[src/rtl/axi_lite_reg_slave.sv]
// AXI4-Lite register endpoint: NUM_REGS byte-writable control words followed by
// NUM_STATUS read-only status words, with a one-cycle write pulse per control word.
module axi_lite_reg_slave #(
  parameter int NUM_REGS = 4,
  parameter int NUM_STATUS = 2,
  parameter logic [32*NUM_REGS-1:0] RESET_VALS = '0
) (
  input  logic                       clk,
  input  logic                       rst,
  input  logic [31:0]                axi_awaddr,
  input  logic                       axi_awvalid,
  output logic                       axi_awready,
  input  logic [31:0]                axi_wdata,
  input  logic [3:0]                 axi_wstrb,
  input  logic                       axi_wvalid,
  output logic                       axi_wready,
  output logic                       b_valid,
  input  logic                       b_ready,
  output logic [1:0]                 b_response,
  input  logic [31:0]                axi_araddr,
  input  logic                       axi_arvalid,
  output logic                       axi_arready,
  output logic [31:0]                axi_rdata,
  output logic                       axi_rvalid,
  input  logic                       axi_rready,
  output logic [32*NUM_REGS-1:0]     ctrl_q,
  output logic [NUM_REGS-1:0]        ctrl_wr_pulse,
  input  logic [32*NUM_STATUS-1:0]   status_in
);

  typedef enum logic [1:0] {W_IDLE, W_HAVE_A, W_HAVE_D, W_RESP} w_state_t;
  typedef enum logic {R_IDLE, R_DATA} r_state_t;

  w_state_t w_state_reg;
  r_state_t r_state_reg;

  logic        awready_reg, wready_reg, bvalid_reg, arready_reg, rvalid_reg;
  logic [1:0]  bresp_reg;
  logic [31:0] rdata_reg;
  logic [29:0] aw_idx_reg;
  logic [31:0] wdata_reg;
  logic [3:0]  wstrb_reg;
  logic [31:0] ctrl_reg [NUM_REGS];
  logic [31:0] ctrl_next [NUM_REGS];
  logic [NUM_REGS-1:0] wr_hit;
  logic [NUM_REGS-1:0] pulse_reg;

  logic        aw_hs, w_hs, ar_hs;
  logic        commit_en;
  logic [29:0] c_idx;
  logic [31:0] c_data;
  logic [3:0]  c_strb;
  logic        c_is_ctrl;
  logic [29:0] rd_idx;
  logic [31:0] rd_word;
  logic        unused_addr_bits;

  assign unused_addr_bits = ^{axi_awaddr[1:0], axi_araddr[1:0]};

  assign aw_hs = axi_awvalid & awready_reg;
  assign w_hs  = axi_wvalid & wready_reg;
  assign ar_hs = axi_arvalid & arready_reg;

  // Select address/data for a commit: whichever half arrives this cycle comes
  // straight from the bus, the other half from the holding registers.
  always_comb begin
    commit_en = 1'b0;
    c_idx     = aw_idx_reg;
    c_data    = wdata_reg;
    c_strb    = wstrb_reg;
    case (w_state_reg)
      W_IDLE: begin
        if (aw_hs && w_hs) begin
          commit_en = 1'b1;
          c_idx     = axi_awaddr[31:2];
          c_data    = axi_wdata;
          c_strb    = axi_wstrb;
        end
      end
      W_HAVE_A: begin
        if (w_hs) begin
          commit_en = 1'b1;
          c_data    = axi_wdata;
          c_strb    = axi_wstrb;
        end
      end
      W_HAVE_D: begin
        if (aw_hs) begin
          commit_en = 1'b1;
          c_idx     = axi_awaddr[31:2];
        end
      end
      default: ;
    endcase
  end

  assign c_is_ctrl = (c_idx < 30'(NUM_REGS));

  genvar gi, gb;
  generate
    for (gi = 0; gi < NUM_REGS; gi++) begin : g_reg
      for (gb = 0; gb < 4; gb++) begin : g_byte
        assign ctrl_next[gi][8*gb +: 8] = c_strb[gb] ? c_data[8*gb +: 8] : ctrl_reg[gi][8*gb +: 8];
      end
      assign wr_hit[gi] = commit_en && (c_idx == 30'(gi));
      assign ctrl_q[32*gi +: 32] = ctrl_reg[gi];
    end
  endgenerate

  always_ff @(posedge clk or negedge rst) begin
    if (!rst) begin
      for (int i = 0; i < NUM_REGS; i++) ctrl_reg[i] <= RESET_VALS[32*i +: 32];
      pulse_reg <= '0;
    end else begin
      pulse_reg <= wr_hit;
      for (int i = 0; i < NUM_REGS; i++) begin
        if (wr_hit[i]) ctrl_reg[i] <= ctrl_next[i];
      end
    end
  end

  always_ff @(posedge clk or negedge rst) begin
    if (!rst) begin
      w_state_reg <= W_IDLE;
      awready_reg <= 1'b0;
      wready_reg  <= 1'b0;
      bvalid_reg  <= 1'b0;
      bresp_reg   <= 2'b00;
      aw_idx_reg  <= '0;
      wdata_reg   <= '0;
      wstrb_reg   <= '0;
    end else if (commit_en) begin
      awready_reg <= 1'b0;
      wready_reg  <= 1'b0;
      bvalid_reg  <= 1'b1;
      bresp_reg   <= c_is_ctrl ? 2'b00 : 2'b10;
      w_state_reg <= W_RESP;
    end else begin
      case (w_state_reg)
        W_IDLE: begin
          if (aw_hs) begin
            aw_idx_reg  <= axi_awaddr[31:2];
            awready_reg <= 1'b0;
            w_state_reg <= W_HAVE_A;
          end else if (w_hs) begin
            wdata_reg   <= axi_wdata;
            wstrb_reg   <= axi_wstrb;
            wready_reg  <= 1'b0;
            w_state_reg <= W_HAVE_D;
          end else begin
            awready_reg <= 1'b1;
            wready_reg  <= 1'b1;
          end
        end
        W_RESP: begin
          if (b_ready) begin
            bvalid_reg  <= 1'b0;
            awready_reg <= 1'b1;
            wready_reg  <= 1'b1;
            w_state_reg <= W_IDLE;
          end
        end
        default: ;
      endcase
    end
  end

  // Read mux sees ctrl_reg before any same-edge write lands.
  always_comb begin
    rd_idx  = axi_araddr[31:2];
    rd_word = '0;
    for (int i = 0; i < NUM_REGS; i++) begin
      if (rd_idx == 30'(i)) rd_word = ctrl_reg[i];
    end
    for (int j = 0; j < NUM_STATUS; j++) begin
      if (rd_idx == 30'(NUM_REGS + j)) rd_word = status_in[32*j +: 32];
    end
  end

  always_ff @(posedge clk or negedge rst) begin
    if (!rst) begin
      r_state_reg <= R_IDLE;
      arready_reg <= 1'b0;
      rvalid_reg  <= 1'b0;
      rdata_reg   <= '0;
    end else begin
      case (r_state_reg)
        R_IDLE: begin
          if (ar_hs) begin
            rdata_reg   <= rd_word;
            arready_reg <= 1'b0;
            rvalid_reg  <= 1'b1;
            r_state_reg <= R_DATA;
          end else begin
            arready_reg <= 1'b1;
          end
        end
        R_DATA: begin
          if (axi_rready) begin
            rvalid_reg  <= 1'b0;
            arready_reg <= 1'b1;
            r_state_reg <= R_IDLE;
          end
        end
        default: ;
      endcase
    end
  end

  assign axi_awready   = awready_reg;
  assign axi_wready    = wready_reg;
  assign b_valid       = bvalid_reg;
  assign b_response    = bresp_reg;
  assign axi_arready   = arready_reg;
  assign axi_rvalid    = rvalid_reg;
  assign axi_rdata     = rdata_reg;
  assign ctrl_wr_pulse = pulse_reg;

endmodule

[config.mk]
export PLATFORM = sky130hd
export DESIGN_NAME = axi_lite_reg_slave
export DESIGN_NICKNAME = d
export VERILOG_FILES = /design/src/rtl/axi_lite_reg_slave.sv
export SDC_FILE = /design/constraint.sdc
export NUM_CORES = 1
export LEC_CHECK = 0
export CAP_MARGIN = 20
export CORE_MARGIN = 1.5
export CORE_UTILIZATION = 50
export CTS_CLUSTER_DIAMETER = 100
export CTS_CLUSTER_SIZE = 14
export DETAILED_ROUTE_END_ITERATION = 6
export PLACE_DENSITY = 0.9
export SLEW_MARGIN = 20
export SYNTH_ARGS = -nofsm -noshare
export SYNTH_HDL_FRONTEND = slang
export SYNTH_SLANG_ARGS = --single-unit
export TNS_END_PERCENT = 20
[constraint.sdc]
create_clock -name clk -period 7 [get_ports clk]
set_clock_uncertainty 0.15 [all_clocks]
set_input_delay 1.75 -clock clk [delete_from_list [all_inputs] [get_ports clk]]
set_output_delay 1.75 -clock clk [all_outputs]
set_load 0.05 [all_outputs]
==> qor.json <==
{
  "die": {
    "initial_utilization": 0.511,
    "fp.dieArea_um2": 24100,
    "ios": 342,
    "core_region_area_um2": 22700,
    "placementRows": 55,
    "floorplan.die.height_um": 155,
    "die_x_um": 155
  },
  "cts": {
    "cts_tree": "yes",
    "cts.repair_timing.setup_buffer_count": 0,
    "total_number_of_h_tree_levels": 1,
    "cts_inserted_buffers": 21,
    "cts.hold.buffers_added": 0,
    "clock_insertion_delay_worst_skew_ns": 0.51,
    "clockBufferDepth": 3,
    "cts_resized": 0,
    "clock_sinks": 239,
    "clkTransAtPathRegs_ns": 0.07,
    "clock-root-buffer": "clkbuf_16"
  },
  "route": {
    "antenna_left": 0,
    "drc_errors": 0,
    "drtPass1Iterations": 5,
    "drt-wirelength-per-cell_um": 24.3,
    "route.final.wire_length_mm": 37.6,
    "met3_length_mm": 3.15,
    "route.vias.total": 9401,
    "detailed_route_wirelength_on_metal2_mm": 18.3,
    "first_iter_violations": 605,
    "route.top_layer_used": "met4",
    "route.layer.met1.wl_mm": 14.6,
    "via_per_inst": 6.08
  },
  "logic_synthesis": {
    "post_synth.cell_area_avg_um2": 12.4,
    "netlist_area_pre_place_um2": 11600,
    "async_s_r_ff_share_synth": 1.00,
    "ys_seq_elements": 239,
    "netlist_instances": 932,
    "synth_fp_nets": 1103,
    "synth_edf_count": 0,
    "sequential_element_share_of_the_synthesized_area": 0.516,
    "synth_ff_type": "dfrtp_1",
    "ys.warnings.count": 0,
    "synthDistinctLibCells": 56
  },
  "placed_design": {
    "gpl.final_weighted_congestion": 0.865,
    "portBuffers": 336,
    "placed_area_um2": 15300,
    "dp_cells": 1521,
    "post-dp-hpwl_mm": 25.9
  },
  "worst_setup_path": {
    "worstReg2RegStart": "w_state_reg[1]$_DFFE_PN0P_",
    "cp_slowest_stage_delay_ns": 0.73,
    "critical_path.startpoint": "axi_awvalid",
    "reg2reg_slack_ns": 2.77,
    "cpMaxStageDelayCell": "nor4b_4",
    "rr_worst_depth": 7,
    "timing.critical_path.cells": "clkdlybuf4s50_1 -> nand2_1 -> nor3_2 -> mux2i_1 -> nand4bb_2 -> buf_4 -> nor4b_4 -> mux2_2",
    "crit_path_start_kind": "primary input",
    "critPathKind": "in2reg",
    "critPathCaptureType": "register",
    "regToRegEndpoint": "ctrl_q[39]$_DFFE_PN0P_",
    "biggest_fanout_along_the_worst_timing_path": 13,
    "timing.critical_path.required_ns": 7.24,
    "crit_end": "ctrl_q[39]$_DFFE_PN0P_",
    "timing.critical_path.arrival_ns": 5.69
  },
  "finish": {
    "finish.cell_count_without_fillers": 1546,
    "syn_to_final_growth_pct": 36.8,
    "final_layout_size_suffix_gt1_frac": 0.250,
    "largest_register_ff_count": 128,
    "finish.net_count": 1430,
    "final_area_um2": 15900,
    "n_fill_cell": 1604
  },
  "hold_path": {
    "worstHoldPathType": "reg2reg"
  },
  "run": {
    "maxCapViolations": 0
  },
  "sta": {
    "timing.final.hold_violations": 0,
    "timing.max_slew.rel_slack": 0.244,
    "worstMarginPinSlew_ns": 1.13,
    "final.hold.worst_slack_ns": 0.329,
    "final.min_clock_period_ns": 5.46,
    "setup_total_negative_slack_ns": 0,
    "final.period_utilization": 0.779,
    "fmaxAchievable_mhz": 183,
    "drv_slew": 0,
    "finalSetupViolCount": 0,
    "rsz_0062_raised_after_global_routing": "false"
  },
  "power": {
    "leakage_power_nw": 6.96,
    "report.power.total_mw": 4.07,
    "power_per_cell_area_nw_per_um2": 256,
    "ir_drop_v": 0.000135
  },
  "global_routing": {
    "grt_start_max_net_pins": 132,
    "grt_antenna_before_repair": 1,
    "globalRoute.totalOverflow": 0,
    "globalRouteTotalUtil": 0.308,
    "grt_first_pass_wirelength_mm": 56.8,
    "vias_in_the_first_global_route": 9894
  },
  "status": {
    "status": "complete, no violations"
  }
}
==> critical path: cells and delay by family <==
kind / cells / cell delay, ns
mux: 2 / 0.77
buf+inv: 2 / 0.97
simple gates: 4 / 2.19
==> synth_stat cells (7+ instances only) <==
master / count / share of area
nor3_1: 13 / 0.0056
o21ai_0: 37 / 0.016
mux2i_1: 22 / 0.019
dfrtp_1: 239 / 0.52
nand2b_1: 7 / 0.0038
o41ai_1: 11 / 0.0083
mux2_2: 244 / 0.24
nor2_1: 55 / 0.018
a22o_1: 19 / 0.014
nor4b_4: 11 / 0.023
a21oi_1: 31 / 0.013
clkbuf_1: 40 / 0.013
o31ai_1: 20 / 0.013
nor4_1: 9 / 0.0049
nand2_1: 59 / 0.019
o22ai_1: 32 / 0.017
nor2b_1: 7 / 0.0038
==> per-layer routing <==
| layer | vias up | global-route usage |
|---|---|---|
| li1 | 4126 | - |
| met1 | 4694 | 0.378 |
| met2 | 477 | 0.524 |
| met3 | 104 | 0.0713 |
| met4 | 0 | 0.133 |
| met5 | - | 0 |
==> how the worst min path moves through the flow <==
stage / endpoint / startpoint / slack, ns / cells past startpoint
after floorplan: aw_idx_reg[11]$_DFFE_PN0P_ / aw_idx_reg[11]$_DFFE_PN0P_ / 0.32 / 1
after global placement: axi_rdata[20]$_DFFE_PN0P_ / axi_rdata[20]$_DFFE_PN0P_ / 0.31 / 2
after detailed placement: axi_rdata[29]$_DFFE_PN0P_ / axi_rdata[29]$_DFFE_PN0P_ / 0.32 / 2
after CTS: axi_rdata[29]$_DFFE_PN0P_ / axi_rdata[29]$_DFFE_PN0P_ / 0.33 / 2
after global routing: axi_rvalid$_DFFE_PN0P_ / axi_rvalid$_DFFE_PN0P_ / 0.35 / 2
final: axi_rvalid$_DFFE_PN0P_ / axi_rvalid$_DFFE_PN0P_ / 0.33 / 2
==> cell families after synthesis <==
logic type	count (synthesis)	share of synthesized area
AOI/OAI and AO/OA	177	0.101
buffers and inverters	55	0.0206
DFF	239	0.516
muxes	272	0.262
other	1	0.000323
and+or+nand+nor	188	0.101
==> final cells by class <==
type	instances	area, um2	area share
sequential	239	5980	0.377
antenna	1	2.50	0.000158
timing repair buffer	353	3510	0.221
tap	285	357	0.0225
inverter	6	22.5	0.00142
multi-input combinational	638	5430	0.343
clock buffer	22	529	0.0334
clock inverter	2	25.0	0.00158
==> cell usage in the layout, fill, tap and decap left out, drive strengths merged, types with 2 or more instances in the layout <==
master	n
nor2b	7
dfrtp	239
mux2	250
o21ai	38
nand2b	7
a221oi	2
or4	6
mux2i	22
buf	19
o211ai	2
nor4	14
a22o	19
a21o	2
nor2	55
or2	2
a211oi	4
nor3	14
inv	7
nand2	59
a31oi	5
clkdlybuf4s50	334
a21oi	31
nor4b	11
clkbuf	22
o41ai	11
nand3	2
or3	3
o31ai	20
o22ai	32
==> metrics by stage <==
stage               setup slack (ns)  utilization
floorplan                       2.77            -
global placement                1.19        0.673
detailed placement              1.10        0.673
CTS                             1.59        0.698
global route                    1.36        0.698
finish                          1.54        0.698
==> where the power goes <==
part	total, mW	switching [mW]	internal [mW]
sequential	1.77	0.157	1.61
combinational	1.26	0.696	0.559
clock	1.04	0.504	0.539
total	4.07	1.36	2.71
Power figures use the tool's default switching activity.
